--- config.mk ---
export PLATFORM = sky130hd
export DESIGN_NAME = alu_arbiter
export DESIGN_NICKNAME = d
export VERILOG_FILES = /design/src/rtl/alu_pkg.sv /design/src/rtl/ALU.sv /design/src/rtl/alu_arbiter.sv
export SDC_FILE = /design/constraint.sdc
export NUM_CORES = 1
export LEC_CHECK = 0
export ABC_AREA = 1
export CAP_MARGIN = 40
export CORE_UTILIZATION = 44
export CTS_CLUSTER_SIZE = 14
export DETAILED_ROUTE_END_ITERATION = 10
export PLACE_DENSITY = 0.77
export SYNTH_ARGS = -nofsm -noshare
export SYNTH_HDL_FRONTEND = slang
export SYNTH_HIERARCHICAL = 1
export SYNTH_SLANG_ARGS = --single-unit
--- constraint.sdc ---
create_clock -name clk -period 2 [get_ports clk]
set_clock_uncertainty 0.2 [all_clocks]
set_input_delay 0.4 -clock clk [delete_from_list [all_inputs] [get_ports clk]]
set_output_delay 0.4 -clock clk [all_outputs]
set_load 0.01 [all_outputs]
--- src/rtl/alu_pkg.sv ---
// Shared constants for the ALU and every block that drives it.
package alu_pkg;

    // Operand / result width used by the datapath.
    localparam int ALU_WIDTH = 16;

    // Operation select encodings.
    localparam logic [1:0] ALUK_ADD   = 2'd0;
    localparam logic [1:0] ALUK_AND   = 2'd1;
    localparam logic [1:0] ALUK_XOR   = 2'd2;
    localparam logic [1:0] ALUK_PASSA = 2'd3;

    // Requester indices seen by the ALU arbiter.
    localparam logic REQ_EXEC = 1'b0;
    localparam logic REQ_AGEN = 1'b1;

endpackage

--- src/rtl/ALU.sv ---
// Combinational ALU: ADD (wrapping), AND, XOR, PASSA. No flags.
module ALU
    import alu_pkg::*;
#(
    parameter int WIDTH = ALU_WIDTH
) (
    input  logic [WIDTH-1:0] a_i,
    input  logic [WIDTH-1:0] b_i,
    input  logic [1:0]       aluk_i,
    output logic [WIDTH-1:0] y_o
);

    // Select the result of the requested operation.
    always_comb begin
        y_o = a_i;
        case (aluk_i)
            ALUK_ADD:   y_o = a_i + b_i;
            ALUK_AND:   y_o = a_i & b_i;
            ALUK_XOR:   y_o = a_i ^ b_i;
            ALUK_PASSA: y_o = a_i;
            default:    y_o = a_i;
        endcase
    end

endmodule

--- src/rtl/alu_arbiter.sv ---
// Shares one ALU between the execute sequencer (0) and the address-generation
// sequencer (1). Round-robin grant on contention, one-entry operand register,
// result returned on a per-requester valid/ready channel with shared data.
module alu_arbiter
    import alu_pkg::*;
#(
    parameter int WIDTH = ALU_WIDTH
) (
    input  logic             clk,
    input  logic             rst,

    input  logic             req0_valid,
    output logic             req0_ready,
    input  logic [WIDTH-1:0] req0_a,
    input  logic [WIDTH-1:0] req0_b,
    input  logic [1:0]       req0_aluk,

    input  logic             req1_valid,
    output logic             req1_ready,
    input  logic [WIDTH-1:0] req1_a,
    input  logic [WIDTH-1:0] req1_b,
    input  logic [1:0]       req1_aluk,

    output logic             rsp0_valid,
    input  logic             rsp0_ready,
    output logic             rsp1_valid,
    input  logic             rsp1_ready,
    output logic [WIDTH-1:0] rsp_data,

    output logic             busy
);

    // Held operation and arbitration state.
    logic             full_q,  full_d;
    logic             owner_q, owner_d;
    logic             last_q,  last_d;
    logic [WIDTH-1:0] op_a_q,  op_a_d;
    logic [WIDTH-1:0] op_b_q,  op_b_d;
    logic [1:0]       op_k_q,  op_k_d;

    logic             owner_rsp_ready;
    logic             drain;
    logic             slot_free;
    logic             gnt_vld;
    logic             gnt_idx;
    logic             accept;
    logic [WIDTH-1:0] sel_a;
    logic [WIDTH-1:0] sel_b;
    logic [1:0]       sel_k;

    // Response side: only the owner's ready can release the slot.
    always_comb begin
        owner_rsp_ready = (owner_q == REQ_AGEN) ? rsp1_ready : rsp0_ready;
        drain           = full_q && owner_rsp_ready;
        slot_free       = !full_q || drain;
    end

    // Round-robin grant: a lone requester wins, a tie goes to the one not served last.
    always_comb begin
        gnt_vld = 1'b0;
        gnt_idx = REQ_EXEC;
        if (req0_valid && req1_valid) begin
            gnt_vld = 1'b1;
            gnt_idx = ~last_q;
        end else if (req0_valid) begin
            gnt_vld = 1'b1;
            gnt_idx = REQ_EXEC;
        end else if (req1_valid) begin
            gnt_vld = 1'b1;
            gnt_idx = REQ_AGEN;
        end
    end

    // Ready is withheld during reset so a requester never sees a handshake
    // that the state registers will not record.
    always_comb begin
        accept     = slot_free && gnt_vld && !rst;
        req0_ready = accept && (gnt_idx == REQ_EXEC);
        req1_ready = accept && (gnt_idx == REQ_AGEN);
    end

    // Operand mux towards the operand register.
    always_comb begin
        sel_a = (gnt_idx == REQ_AGEN) ? req1_a    : req0_a;
        sel_b = (gnt_idx == REQ_AGEN) ? req1_b    : req0_b;
        sel_k = (gnt_idx == REQ_AGEN) ? req1_aluk : req0_aluk;
    end

    // Next state: load on accept (which may coincide with a drain), clear on drain alone.
    always_comb begin
        full_d  = full_q;
        owner_d = owner_q;
        last_d  = last_q;
        op_a_d  = op_a_q;
        op_b_d  = op_b_q;
        op_k_d  = op_k_q;
        if (accept) begin
            full_d  = 1'b1;
            owner_d = gnt_idx;
            last_d  = gnt_idx;
            op_a_d  = sel_a;
            op_b_d  = sel_b;
            op_k_d  = sel_k;
        end else if (drain) begin
            full_d  = 1'b0;
        end
    end

    // State registers; reset discards any held operation and favours requester 0 next.
    always_ff @(posedge clk) begin
        if (rst) begin
            full_q  <= 1'b0;
            owner_q <= REQ_EXEC;
            last_q  <= REQ_AGEN;
            op_a_q  <= '0;
            op_b_q  <= '0;
            op_k_q  <= ALUK_ADD;
        end else begin
            full_q  <= full_d;
            owner_q <= owner_d;
            last_q  <= last_d;
            op_a_q  <= op_a_d;
            op_b_q  <= op_b_d;
            op_k_q  <= op_k_d;
        end
    end

    // The single shared ALU, fed straight from the operand register.
    ALU #(
        .WIDTH (WIDTH)
    ) u_alu (
        .a_i    (op_a_q),
        .b_i    (op_b_q),
        .aluk_i (op_k_q),
        .y_o    (rsp_data)
    );

    // Response and status outputs.
    always_comb begin
        rsp0_valid = full_q && (owner_q == REQ_EXEC);
        rsp1_valid = full_q && (owner_q == REQ_AGEN);
        busy       = full_q;
    end

endmodule

==> After elaboration in Yosys (flattened, before gate mapping) <==
Index checks and enable logic that the tools add are counted.
{ "op_classes": {"add_sub_neg": 1, "n_eq_ne": 3, "mux": 12, "n_bitwise": 5, "reduce_logical": 13} }
{ "op_table": {"columns": ["op", "count"], "rows": [
  ["$pmux W16 S4", 1],
  ["$mux W16", 2],
  ["$add A16 B16 Y16", 1],
  ["$and A16 B16 Y16", 1],
  ["$xor A16 B16 Y16", 1],
  ["$logic_and A1 B1 Y1", 8],
  ["$mux W1", 8],
  ["$eq A2 B2 Y1 const B", 2],
  ["$not A1 Y1", 3],
  ["$eq A2 B1 Y1 const B", 1],
  ["$logic_not A1 Y1", 2],
  ["$logic_not A2 Y1", 1],
  ["$mux W2", 1],
  ["$reduce_bool A2 Y1", 1],
  ["$logic_or A1 B1 Y1", 1]
]} }
{ "totals": {"ff_bits": 37, "in_bits": 74, "output_inout_bits": 21, "word_cells": 40} }

==> Depth between registers and ports, before layout <==
{ "depth": {"ltp_word": 6, "mapped_depth": 12, "ltp_nobuf": 12} }

==> Modules after synthesis <==
Netlist, hierarchy kept.
{ "by_module_without_submodules": {"columns": ["module", "instances", "cells_each", "area_per_inst_um2", "seq_area_each_um2"], "rows": [
  ["alu_arbiter", 1, 337, 2028.2, 740.7],
  ["ALU", 1, 260, 1351.3, 0.0]
]} }

==> Worst setup path before layout <==
Ideal clock, no wire load.
{ "synth_path": {"path_kind": "register to output", "start": "register op_a_q[0]", "end": "output port rsp_data[14]", "arrival_ns": 1.595, "t_required_ns": 1.400, "slack_ns": -0.195, "path_stages_with_launch": 12, "path_buffers": 0, "path_cell_list": "dfxtp_1 -> ha_1 -> fa_1 -> nand2_1 -> nand3_1 -> nand3_2 -> nand2_1 -> nand2_1 -> nand3_1 -> nand2_1 -> nand2_1 -> nand2_1"} }
{ "synth_via": {"elab_chain_len": 2} }
{ "synth_rtl": {"columns": ["item", "line", "text"], "rows": [
  ["from (decl)", "alu_arbiter.sv:37", "logic [WIDTH-1:0] op_a_q, op_a_d;"],
  ["from (signal assigned)", "alu_arbiter.sv:122", "op_a_q <= op_a_d;"],
  ["$add A16 B16 Y16", "ALU.sv:17", "ALUK_ADD: y_o = a_i + b_i;"],
  ["$pmux W16 S4", "ALU.sv:16", "case (aluk_i)"],
  ["to (decl)", "alu_arbiter.sv:28", "output logic [WIDTH-1:0] rsp_data,"]
]} }
No other way between the ends.

==> Worst setup path after layout <==
{ "layout_path": {"start": "register op_a_q[0]", "end": "output port rsp_data[8]"} }
The elaborated chain is that of the path after synthesis.

==> summary.md <==
| Metric | Value |
|---|---|
| Pleak | `just under 3 nW` |
| DIE HEIGHT | `89.6 um` |
| Startpoint types | `register` |
| Die ar. | `0.00804 sq mm` |
| Global-route wire length before repair | `17300 um` |
| Critical path, cell by cell | `ha_4 -> fa_2 -> nand2_4 -> buf_4 -> o21ai_4 -> nand2_1 -> nand2_2 -> xor2_1 -> nand2_1 -> nand2_1 -> buf_2` |
| Count of final setup violators | `15` |
| Final Cycle Share | `129%` |
| CP arrival | `1.99 ns` |
| Post-Synthesis Cells | `between 500 and 600` |
| Slowest CP cell | `fa_2` |
| #FFs+latches synth | `37` |
| Pin count of the biggest net entering global routing | `36` |
| Met2 GRT Util | `about 48%` |
| Ys Warns | `6` |
| Post-synth net total | `688` |
| Syn avg cell area | `between 5 and 6 sq um` |
| Sw Share | `between 30% and 40%` |
| Worst-skew pair later-pin latency | `0.29 ns` |
| DRC | `0` |
| Critical Path RT | `1.40 ns` |
| Final Util | `73.8%` |
| RePlAce Congestion | `0.919` |
| Clock slew at reported path FFs | `around 0.080 ns` |
| Core ar. | `0.00733 sq mm` |
| CP top delay family | `adder cells` |
| GR Util met1 | `36.0%` |
| Flop pwr share | `28.7%` |
| Synth cell types | `35` |
| Ys async rst share | `0%` |
| RSZ-0062 raised after global routing | `true` |
| Synth area leaders | `nand2_1, dfxtp_1, nand3_1` |
| Power Density | `about 600 mW/mm^2` |
| Failing checks | `setup timing` |
| TNS Setup | `-6.39 ns` |
| Most frequent CP cell | `nand2_1` |
| Sink Count | `37` |
| CTS tree | `done` |
| Routed vias/inst | `between 5 and 6` |
| Finished Layout Cells | `roughly 860` |
| Detail Route Antenna Nets | `0` |
| Setup ws final | `-0.585 ns` |
| Netlist Area Pre-Place | `0.00338 sq mm` |
| CTS Hold Bufs | `0` |
| CP endpoint kind | `output pin` |
| Max-Slew Margin vs Limit | `between 70% and 80%` |
| Share of cells above drive strength 1 | `27.6%` |
| Busiest grt layer | `met2` |
| Hold WC Path Type | `reg -> reg` |
| # IOs | `95` |
| Initial Util | `a little under half` |
| Clk pwr share | `21.9%` |
| WS Path Type | `reg -> out` |
| Seq/Total Area, Yosys | `between 20% and 30%` |
| Endpoints failing hold | `0` |
| Via count | `roughly 4300` |
| Status | `complete, but fails checks` |
| CTS Buffer Depth | `2` |
| Yosys top cell area share | `26.0%` |
| Maximum VDD drop | `0.342 mV` |
| Synth Flop Type | `dfxtp_1` |
| P_int | `1.99 mW` |
| Initial antenna violation count | `0` |
| Maximum clock frequency | `roughly 390 MHz` |
| Combinational share of power | `49.4%` |
| Die width | `~90 um` |
| Buffers on Ports | `94` |
| Worst Path Buf+Inv | `2` |
| Drt total wl | `11600 um` |
| Worst path max stage delay | `0.37 ns` |
| Root buffer cell | `clkbuf_8` |
| Pwr Total | `roughly 3.2 mW` |
| Htree depth | `2` |
| CTS Buf Count | `5` |
| Fillers | `~580` |
| Initial DRT Pass Iterations | `5` |
| Max-cap violations | `0` |
| Max Slew Vio Count | `0` |
| DP Cell Count | `837` |
| Area grow syn2layout | `60.0%` |
| Synth area leader | `nand2_1` |
| Final #Nets | `847` |
| WL/cell | `13.5 um` |
| Worst Path Max Fanout | `3` |
| Remaining global-route overflow | `0` |
| N_diodes | `0` |
| Total track usage | `between 20 and 30%` |
| Detail Placement HPWL | `~8400 um` |
| Initial DRC count | `approximately 310` |
| Vias in the first global route | `3798` |
| Slew at the pin closest to its max-slew limit | `around 0.37 ns` |
| Crit path time final | `2.59 ns` |
| EDFF count, synth | `0` |
| # rows | `31` |
| Psw | `1.17 mW` |
| Hold_ws | `0.286 ns` |
| Met3 Track Usage GR | `4.02%` |
power by group through the flow:
stage | Combinational, mW | Clock (mW) | Sequential, mW
after detailed placement | 1.43 | 0 | 0.887
after CTS | 1.47 | 0.704 | 0.901
after floorplan | 0.746 | 0 | 0.876
after global routing | 1.69 | 0.741 | 0.914
final | 1.56 | 0.693 | 0.906
after global placement | 1.41 | 0 | 0.882
placed cells by master, fill, tap and decap left out, types with 13 or more instances in the layout:
master / netlist / layout
a21oi_1: 18 / 15
buf_2: 3 / 13
buf_4: 3 / 74
clkdlybuf4s50_1: 0 / 71
dfxtp_1: 37 / 18
dfxtp_2: 0 / 13
ha_4: 0 / 13
inv_1: 84 / 82
nand2_1: 234 / 212
nand2_2: 11 / 27
nand3_1: 64 / 61
nor2_1: 50 / 47
registers in the layout, summed over array words and instances, names as in the netlist:
register and count:
op_a_q 16, busy 1, op_k_q 2, last_q 1, op_b_q 16, owner_q 1
cell families (layout without fill, tap and decap cells):
family / after synthesis / after routing / share of synthesized area, %
compound gates: 46 / 46 / 8.18
xor+xnor: 3 / 3 / 0.778
fa+ha+maj: 17 / 17 / 6.52
buf+inv: 117 / 277 / 14.7
flops: 37 / 37 / 21.9
simple gates: 377 / 377 / 47.9
per-stage QoR:
step | area [sq um] | setup WS, ns
6_report | 5410 | -0.585
5_1_grt | 5410 | -0.673
4_1_cts | 5270 | -0.566
2_1_floorplan | 3420 | -0.0597
3_3_place_gp | 4930 | -0.620
3_5_place_dp | 4930 | -0.652
cells in the mapped netlist, types with 2 or more instances:
| cell | number |
|---|---|
| dfxtp_1 | 37 |
| o22ai_1 | 4 |
| xor2_1 | 2 |
| buf_2 | 3 |
| o21ai_0 | 13 |
| nand3_2 | 3 |
| nor2_1 | 50 |
| a221oi_1 | 9 |
| buf_1 | 3 |
| ha_1 | 16 |
| nand2_1 | 234 |
| a21oi_1 | 18 |
| nor3_2 | 2 |
| clkbuf_1 | 9 |
| buf_4 | 3 |
| inv_1 | 84 |
| nand3b_1 | 2 |
| nand4_1 | 3 |
| inv_2 | 9 |
| nor2_2 | 2 |
| nand2_2 | 11 |
| buf_6 | 4 |
| nand3_1 | 64 |
area by class of cell:
type	instances	area (sq um)	area share (%)
multi-input cells	443	2460	45.5
repair buffers	176	1570	29.0
flip-flops and latches	37	779	14.4
inverters	93	354	6.55
well taps	99	124	2.29
clock buffers	6	82.6	1.53
clock inverters	2	37.5	0.694
tightest hold or removal path, cell delays in order, from the launching register on:
cell and delay, ns:
dfxtp_1 0.32, nand3_1 0.08, nand2_1 0.05
metal layers:
layer,share of wire [%],wire length [um]
met5,0,0
met4,2.3,264
met3,6.7,780
met2,48,5590
met1,43,4950
timing repair:
| item | 4_1_cts | 5_1_grt |
|---|---|---|
| cloned | 0 | 0 |
| pin swaps | 23 | 21 |
| setup endpoints to repair | 18 | 20 |
| gates resized for setup | 131 | 32 |
| buffers inserted | 6 | 5 |
| hold endpoints to repair | 0 | 0 |
final timing paths:
| path | start | endpoint | slack, ns | cells after the start |
|---|---|---|---|---|
| max | op_a_q[0] | rsp_data[8] | -0.59 | 11 |
| min | op_b_q[13] | op_b_q[13] | 0.29 | 2 |
| max reg2reg | owner_q | op_a_q[9] | 0.31 | 10 |
| min reg2reg | op_b_q[13] | op_b_q[13] | 0.29 | 2 |
Power figures use the tool's default switching activity.
